===== config.mk =====
export PLATFORM = sky130hd
export DESIGN_NAME = uart_tx_buffered
export DESIGN_NICKNAME = d
export VERILOG_FILES = /design/src/rtl/uart_tx_buffered.sv
export SDC_FILE = /design/constraint.sdc
export NUM_CORES = 1
export LEC_CHECK = 0
export CAP_MARGIN = 20
export CORE_AREA = 2 2 143 103
export DETAILED_ROUTE_END_ITERATION = 10
export DIE_AREA = 0 0 145 105
export HOLD_SLACK_MARGIN = 0.1
export PLACE_DENSITY = 0.66
export RECOVER_POWER = 50
export SLEW_MARGIN = 0
export SYNTH_ARGS = -nofsm -noshare
export SYNTH_HDL_FRONTEND = slang
export SYNTH_SLANG_ARGS = --single-unit
export TNS_END_PERCENT = 30

===== constraint.sdc =====
create_clock -name clk -period 4 [get_ports clk]
set_input_delay 0.8 -clock clk [delete_from_list [all_inputs] [get_ports clk]]
set_output_delay 0.8 -clock clk [all_outputs]
set_load 0.01 [all_outputs]

===== src/rtl/uart_tx_buffered.sv =====
// uart_tx_buffered: byte FIFO feeding an 8N1 UART transmitter.
// Bytes written one per cycle are queued and sent LSB-first on tx_serial.
// Optional macro UART_TX_PARITY_EN inserts an even-parity bit (8E1 frames).

module uart_tx_buffered #(
  parameter int CLK_FREQ   = 100_000_000,
  parameter int BAUD       = 115200,
  parameter int FIFO_DEPTH = 16
) (
  input  logic                          clk,
  input  logic                          rst,
  input  logic [7:0]                    tx_data,
  input  logic                          tx_valid,
  output logic                          tx_ready,
  output logic                          tx_overflow,
  output logic                          tx_serial,
  output logic                          busy,
  output logic [$clog2(FIFO_DEPTH):0]   fifo_count
);

  localparam int CPB = CLK_FREQ / BAUD;
  localparam int AW  = $clog2(FIFO_DEPTH);
  localparam int CW  = AW + 1;
  localparam int BW  = (CPB > 1) ? $clog2(CPB) : 1;
  localparam logic [CW-1:0] DEPTH     = CW'(FIFO_DEPTH);
  localparam logic [BW-1:0] BAUD_LAST = BW'(CPB - 1);

`ifdef UART_TX_PARITY_EN
  typedef enum logic [2:0] {IDLE, START, DATA, PARITY, STOP} state_t;
`else
  typedef enum logic [2:0] {IDLE, START, DATA, STOP} state_t;
`endif

  state_t          state, state_next;
  logic [7:0]      mem [FIFO_DEPTH];
  logic [AW-1:0]   wr_ptr, rd_ptr;
  logic [CW-1:0]   count;
  logic [7:0]      sh;
  logic [BW-1:0]   baud_cnt;
  logic [2:0]      bit_idx, bit_idx_next;
  logic            wr_en, pop, bit_done, serial_next;

  assign tx_ready   = !rst && (count < DEPTH);
  assign wr_en      = tx_valid && tx_ready;
  assign bit_done   = (baud_cnt == BAUD_LAST);
  assign busy       = (state != IDLE) || (count != '0);
  assign fifo_count = count;

  // Next-state logic; the line level for the next state is precomputed so tx_serial can be registered
  always_comb begin
    state_next   = state;
    pop          = 1'b0;
    bit_idx_next = bit_idx;
    serial_next  = 1'b1;
    case (state)
      IDLE: begin
        if (count != '0) begin
          state_next = START;
          pop        = 1'b1;
        end
      end
      START: begin
        if (bit_done) state_next = DATA;
      end
      DATA: begin
        if (bit_done) begin
          if (bit_idx == 3'd7) begin
            bit_idx_next = 3'd0;
`ifdef UART_TX_PARITY_EN
            state_next   = PARITY;
`else
            state_next   = STOP;
`endif
          end else begin
            bit_idx_next = bit_idx + 3'd1;
          end
        end
      end
`ifdef UART_TX_PARITY_EN
      PARITY: begin
        if (bit_done) state_next = STOP;
      end
`endif
      STOP: begin
        if (bit_done) begin
          if (count != '0) begin
            state_next = START;
            pop        = 1'b1;
          end else begin
            state_next = IDLE;
          end
        end
      end
      default: state_next = IDLE;
    endcase
    case (state_next)
      START:   serial_next = 1'b0;
      DATA:    serial_next = sh[bit_idx_next];
`ifdef UART_TX_PARITY_EN
      PARITY:  serial_next = ^sh;
`endif
      default: serial_next = 1'b1;
    endcase
  end

  // FSM state, baud and bit counters, registered line output
  always_ff @(posedge clk) begin
    if (rst) begin
      state     <= IDLE;
      baud_cnt  <= '0;
      bit_idx   <= 3'd0;
      tx_serial <= 1'b1;
    end else begin
      state     <= state_next;
      bit_idx   <= bit_idx_next;
      tx_serial <= serial_next;
      if (state_next != state || state_next == IDLE || bit_done)
        baud_cnt <= '0;
      else
        baud_cnt <= baud_cnt + 1'b1;
    end
  end

  // FIFO pointers, occupancy, shift-register load on pop and overflow pulse
  always_ff @(posedge clk) begin
    if (rst) begin
      wr_ptr      <= '0;
      rd_ptr      <= '0;
      count       <= '0;
      sh          <= 8'h00;
      tx_overflow <= 1'b0;
    end else begin
      if (wr_en) wr_ptr <= wr_ptr + 1'b1;
      if (pop) begin
        rd_ptr <= rd_ptr + 1'b1;
        sh     <= mem[rd_ptr];
      end
      count       <= count + CW'(wr_en) - CW'(pop);
      tx_overflow <= tx_valid && !tx_ready;
    end
  end

  // FIFO storage; no reset needed since occupancy guards every read
  always_ff @(posedge clk) begin
    if (wr_en) mem[wr_ptr] <= tx_data;
  end

endmodule

== After elaboration in Yosys (flattened, before gate mapping) ==
Memory sizes are Yosys's and may differ from the RTL's. A register that Yosys moved wholly into a read port is not among the register bits.
Index checks and enable logic that the tools add are counted.
Cells by class
  reductions and logical operators: 13
  eq/ne operators: 8
  add/sub/neg operators: 6
  muxes and demuxes: 18
  order comparisons: 2
Operators with widths (number)
  $mux W3: 8
  $pmux W3 S4: 1
  $add A10 B1 Y10 const B: 1
  $eq A10 B10 Y1 const B: 1
  $eq A3 B2 Y1 const B: 3
  $add A4 B1 Y4 const B: 2
  $eq A3 B1 Y1 const B: 2
  $logic_not A3 Y1: 2
  $mux W1: 6
  $add A5 B1 Y5: 1
  $lt A5 B5 Y1 const B: 1
  $reduce_bool A5 Y1: 1
  $sub A5 B1 Y5: 1
  $lt A3 B4 Y1 const B: 1
  $pmux W1 S2: 2
  $add A3 B1 Y3 const B: 1
  $bmux W1 S3: 1
  $eq A3 B3 Y1 const B: 1
  $logic_and A1 B1 Y1: 3
  $logic_or A1 B1 Y1: 3
  $ne A3 B3 Y1: 1
  $reduce_bool A3 Y1: 1
  $logic_not A1 Y1: 2
  $reduce_or A2 Y1: 1
Word-level totals
  word-level logic and storage cells: 56
  output and inout bits: 9
  RAM bits: 128
  input bits: 11
  bits in registers: 31
  memories: 1
Memory list
  mem: words 16, width 8, read ports 1, clocked after memory_dff 1, wr ports 1, RTL line 35  | logic [7:0] mem [FIFO_DEPTH];

== Logic depth before layout (Yosys ltp) ==
  depth in word-level cells: 8
  gate-level depth with buffers: 17
  depth with buffers taken out: 16

== Least setup slack after synthesis ==
No wires, ideal clock.
  path kind: register -> register
  from: reg count[3], in the netlist fifo_count[3]
  to: reg count[4], in the netlist fifo_count[4]
  stages on the path, launching flop included: 18
  path buffers: 1
  clock period less this slack: 3.146 ns
  arrival: 3.076 ns
  setup time: 0.070 ns
  slack: 0.854 ns
  cell sequence: dfxtp_1 > inv_1 > ha_1 > nor4b_1 > nor2_1 > o21ai_1 > clkbuf_1 > inv_1 > ha_1 > inv_1 > ha_1 > inv_1 > fa_1 > inv_1 > a21oi_1 > nor2_1 > or3_1 > a21oi_1
On the way
  cells in the longest elaborated chain, start to end: 5
  elaborated cells on any way between the ends: 9
Ends and longest elaborated chain
  from (decl): RTL line 37  | logic [CW-1:0] count;
  from (signal assigned): RTL line 138  | count <= count + CW'(wr_en) - CW'(pop);
  $reduce_bool A5 Y1 (*): RTL line 57, 86
  $mux W1 (*): RTL line 57, 86
  $mux W1: RTL line 85  | if (bit_done) begin
  $pmux W1 S2 (*): RTL line 55  | case (state)
  net pop: RTL line 41  | logic wr_en, pop, bit_done, serial_next;
  $sub A5 B1 Y5 (*): RTL line 138
The timed path passes the listed nets; every way through them passes the cells marked *.
A chain may end at the register's enable or synchronous reset.

== Final worst setup path ==
  from: reg baud_cnt[0]
  to: reg count[4], in the netlist fifo_count[4]
On the way
  cells in the longest elaborated chain, start to end: 4
Ends and longest elaborated chain
  from (decl): RTL line 39  | logic [BW-1:0] baud_cnt;
  from (signal assigned): RTL line 120  | baud_cnt <= baud_cnt + 1'b1;
  $eq A10 B10 Y1: RTL line 45  | assign bit_done = (baud_cnt == BAUD_LAST);
  $mux W1: RTL line 85
  $pmux W1 S2: RTL line 55
  net pop: RTL line 41
  $sub A5 B1 Y5: RTL line 138
The timed path passes the listed nets, and every way through them passes these cells.

==> qor.yml <==
outcome: "completed"
slew_headroom: 0.520
fmax_mhz: 316
die_y_um: 105
cts_tree: "yes"
grt_use_total: 0.177
yosysSeqAreaShare: 0.682
syn_area_um2: 6780
grt_pass1_vias: 3444
finalSetupViolations: 0
postCtsHoldBufs: 0
post-place-ws_ps: 740
r2r_start: "baud_cnt[0]"
coreArea_um2: 13700
cp-start-kind: "flop"
p_total_mw: 4.41
setup_tns_ps: 0
cts_root_buffer: "clkbuf_16"
htree_levels: 4
antenna_left: 0
clkTransAtPathRegs_ps: 70
antenna_cells: 0
gp_congestion: 0.795
antenna_found_initial: 0
initial_utilization: 0.494
wire_per_inst_um: 19.5
fp.dieArea_um2: 15200
worst_slack_ps: 835
avgSynthCellArea_um2: 17.0
hold_viol_final: 0
first_pass_iters: 5
ir_drop_mv: 0.282
fin_crit_ps: 3160
cp_data_arrival_time_ps: 3450
post_cts_resized: 0
nets: 468
postLayoutCoreUtil: 0.570
rsz0062_at_grt: "no"
wl_mm: 12.6
yosysUniqueCellTypes: 41
synth_edf_count: 128
drv_slew: 0
holdCritPathClass: "reg -> reg"
drc: 0
post_cts_buffers: 0
vias_per_cell: 5.34
maxCapViolations: 0
io_buffer_count: 19
crit_type: "reg -> reg"
required_ps: 4290
synthFlopType: "edfxtp_1"
cts.path.max_buffers: 2
p_leak_nw: 2.62
grt_max_degree: 36
drtIter0Drc: 313
rows: 36
clk_latency_ps: 410
finalCritPeriodShare: 0.791
ys_ff_latch: 167
die_w_um: 145
cts_sinks: 167
tightest_slew_ps: 711
place_hpwl_mm: 8.45
hp-start: "baud_cnt[0]"
synth_fp_nets: 426
cp_max_fo: 5
ioPinCount: 20
vias: 3445
worst_setup_path_end_kind: "flop"
final_layout_size_suffix_gt1_frac: 0.211
async_flop_share: 0
grt_pass1_wl_mm: 20.1
overflow: 0
synthToLayoutAreaGrowth_pct: 15.5
startpoint: "baud_cnt[0]"
skew_ps: 10.8
syn_inst: 400
ys_warn_count: 0
powerDensity_nw_per_um2: 562
cts_made_buffers: 17
synth_stat cells (2+ instances only):
cell | n | share of area
a21oi_1 | 5 | 0.0037
and3_1 | 3 | 0.0028
buf_1 | 4 | 0.0022
buf_2 | 4 | 0.0030
clkbuf_1 | 9 | 0.0050
dfxtp_1 | 39 | 0.12
edfxtp_1 | 128 | 0.57
ha_1 | 14 | 0.026
inv_1 | 14 | 0.0077
mux2i_1 | 15 | 0.022
mux4_2 | 44 | 0.15
nand2_1 | 8 | 0.0044
nand2b_1 | 2 | 0.0018
nand3_1 | 8 | 0.0059
nand3b_1 | 3 | 0.0033
nor2_1 | 52 | 0.029
nor2b_1 | 2 | 0.0018
nor3_1 | 6 | 0.0044
nor4_1 | 2 | 0.0018
o21ai_0 | 2 | 0.0015
or3_1 | 3 | 0.0028
xnor2_1 | 4 | 0.0052
xor2_1 | 11 | 0.014
metrics by stage:
stage | std cells | hold slack [ps] | area (um^2)
2_1_floorplan | 400 | 426 | 6780
3_3_place_gp | 613 | 440 | 7310
3_5_place_dp | 613 | 443 | 7310
4_1_cts | 645 | 459 | 7850
5_1_grt | 645 | 482 | 7840
6_report | 645 | 455 | 7840
final timing paths:
kind	cells past startpoint	slack (ps)	end
worst max-delay path	15	840	fifo_count[4]
worst min-delay path	1	450	baud_cnt[0]
worst max register to register	15	840	fifo_count[4]
worst min register to register	1	450	baud_cnt[0]
worst max-delay path, stage by stage (launching register included):
cell and delay [ps]:
dfxtp_1 360, ha_1 270, or4b_1 550, nor4_1 330, o21ai_1 150, inv_1 80
ha_1 220, inv_1 60, ha_1 150, inv_1 60, fa_1 390, inv_1 70
a21oi_1 60, nor2_1 110, or3_1 120, a21oi_1 60
cell type report:
| type | count | area (um^2) |
|---|---|---|
| multi-input combinational | 202 | 2030 |
| tap | 190 | 238 |
| clock inverter | 13 | 101 |
| inverter | 14 | 52.6 |
| fill | 1051 | 5900 |
| clock buffer | 19 | 433 |
| timing repair buffer | 40 | 353 |
| sequential | 167 | 4630 |
placed cells by master, fill, tap and decap left out, drive strengths merged, types with 2 or more instances in the layout:
| master | netlist | routed |
|---|---|---|
| edfxtp | 128 | 128 |
| nor2 | 52 | 52 |
| mux4 | 44 | 44 |
| dfxtp | 39 | 39 |
| clkbuf | 9 | 21 |
| buf | 8 | 19 |
| inv | 14 | 17 |
| mux2i | 15 | 15 |
| ha | 14 | 14 |
| xor2 | 11 | 11 |
| dlygate4sd3 | 0 | 11 |
| nand2 | 8 | 8 |
| nand3 | 8 | 8 |
| clkdlybuf4s50 | 0 | 8 |
| nor3 | 6 | 6 |
| clkinv | 0 | 6 |
| a21oi | 5 | 5 |
| xnor2 | 4 | 4 |
| clkinvlp | 0 | 4 |
| nand3b | 3 | 3 |
| or3 | 3 | 3 |
| and3 | 3 | 3 |
| o21ai | 3 | 3 |
| nor4 | 2 | 2 |
| nand2b | 2 | 2 |
| nor2b | 2 | 2 |
| mux2 | 2 | 2 |
routing by layer:
| layer | part of all wire | routed length [um] | GRT usage | vias to the layer above |
|---|---|---|---|---|
| met5 | 0 | 0 | 0 | - |
| li1 | - | - | - | 1624 |
| met1 | 0.49 | 6240 | 0.277 | 1735 |
| met4 | 0.0075 | 95 | 0.0559 | 0 |
| met3 | 0.057 | 719 | 0.0332 | 7 |
| met2 | 0.44 | 5550 | 0.252 | 79 |
flip-flops by register name, indices dropped and copies added (netlist names):
name and cells:
baud_cnt 10, bit_idx 3, fifo_count 5, mem 128, rd_ptr 4, sh 8
state 3, tx_overflow 1, tx_serial 1, wr_ptr 4
cell families (layout without fill, tap and decap cells):
logic type | count (synthesis) | after routing | synth area share
AO/OA/AOI/OAI | 12 | 12 | 0.0107
XOR/XNOR | 15 | 15 | 0.0194
adder cells (fa/ha/maj) | 15 | 15 | 0.0288
buffers and inverters | 31 | 86 | 0.0179
flip-flops | 167 | 167 | 0.682
multiplexers | 61 | 61 | 0.172
other | 1 | 1 | 0.000553
AND/OR/NAND/NOR | 98 | 98 | 0.0688
report_power, final:
part	internal (mW)	total (mW)	switching [mW]	leakage (nW)
Combinational	0.496	0.890	0.394	0.904
Clock	0.801	1.47	0.666	0.250
Sequential	1.94	2.05	0.105	1.47
No activity file was read; power rests on OpenSTA's default activity.
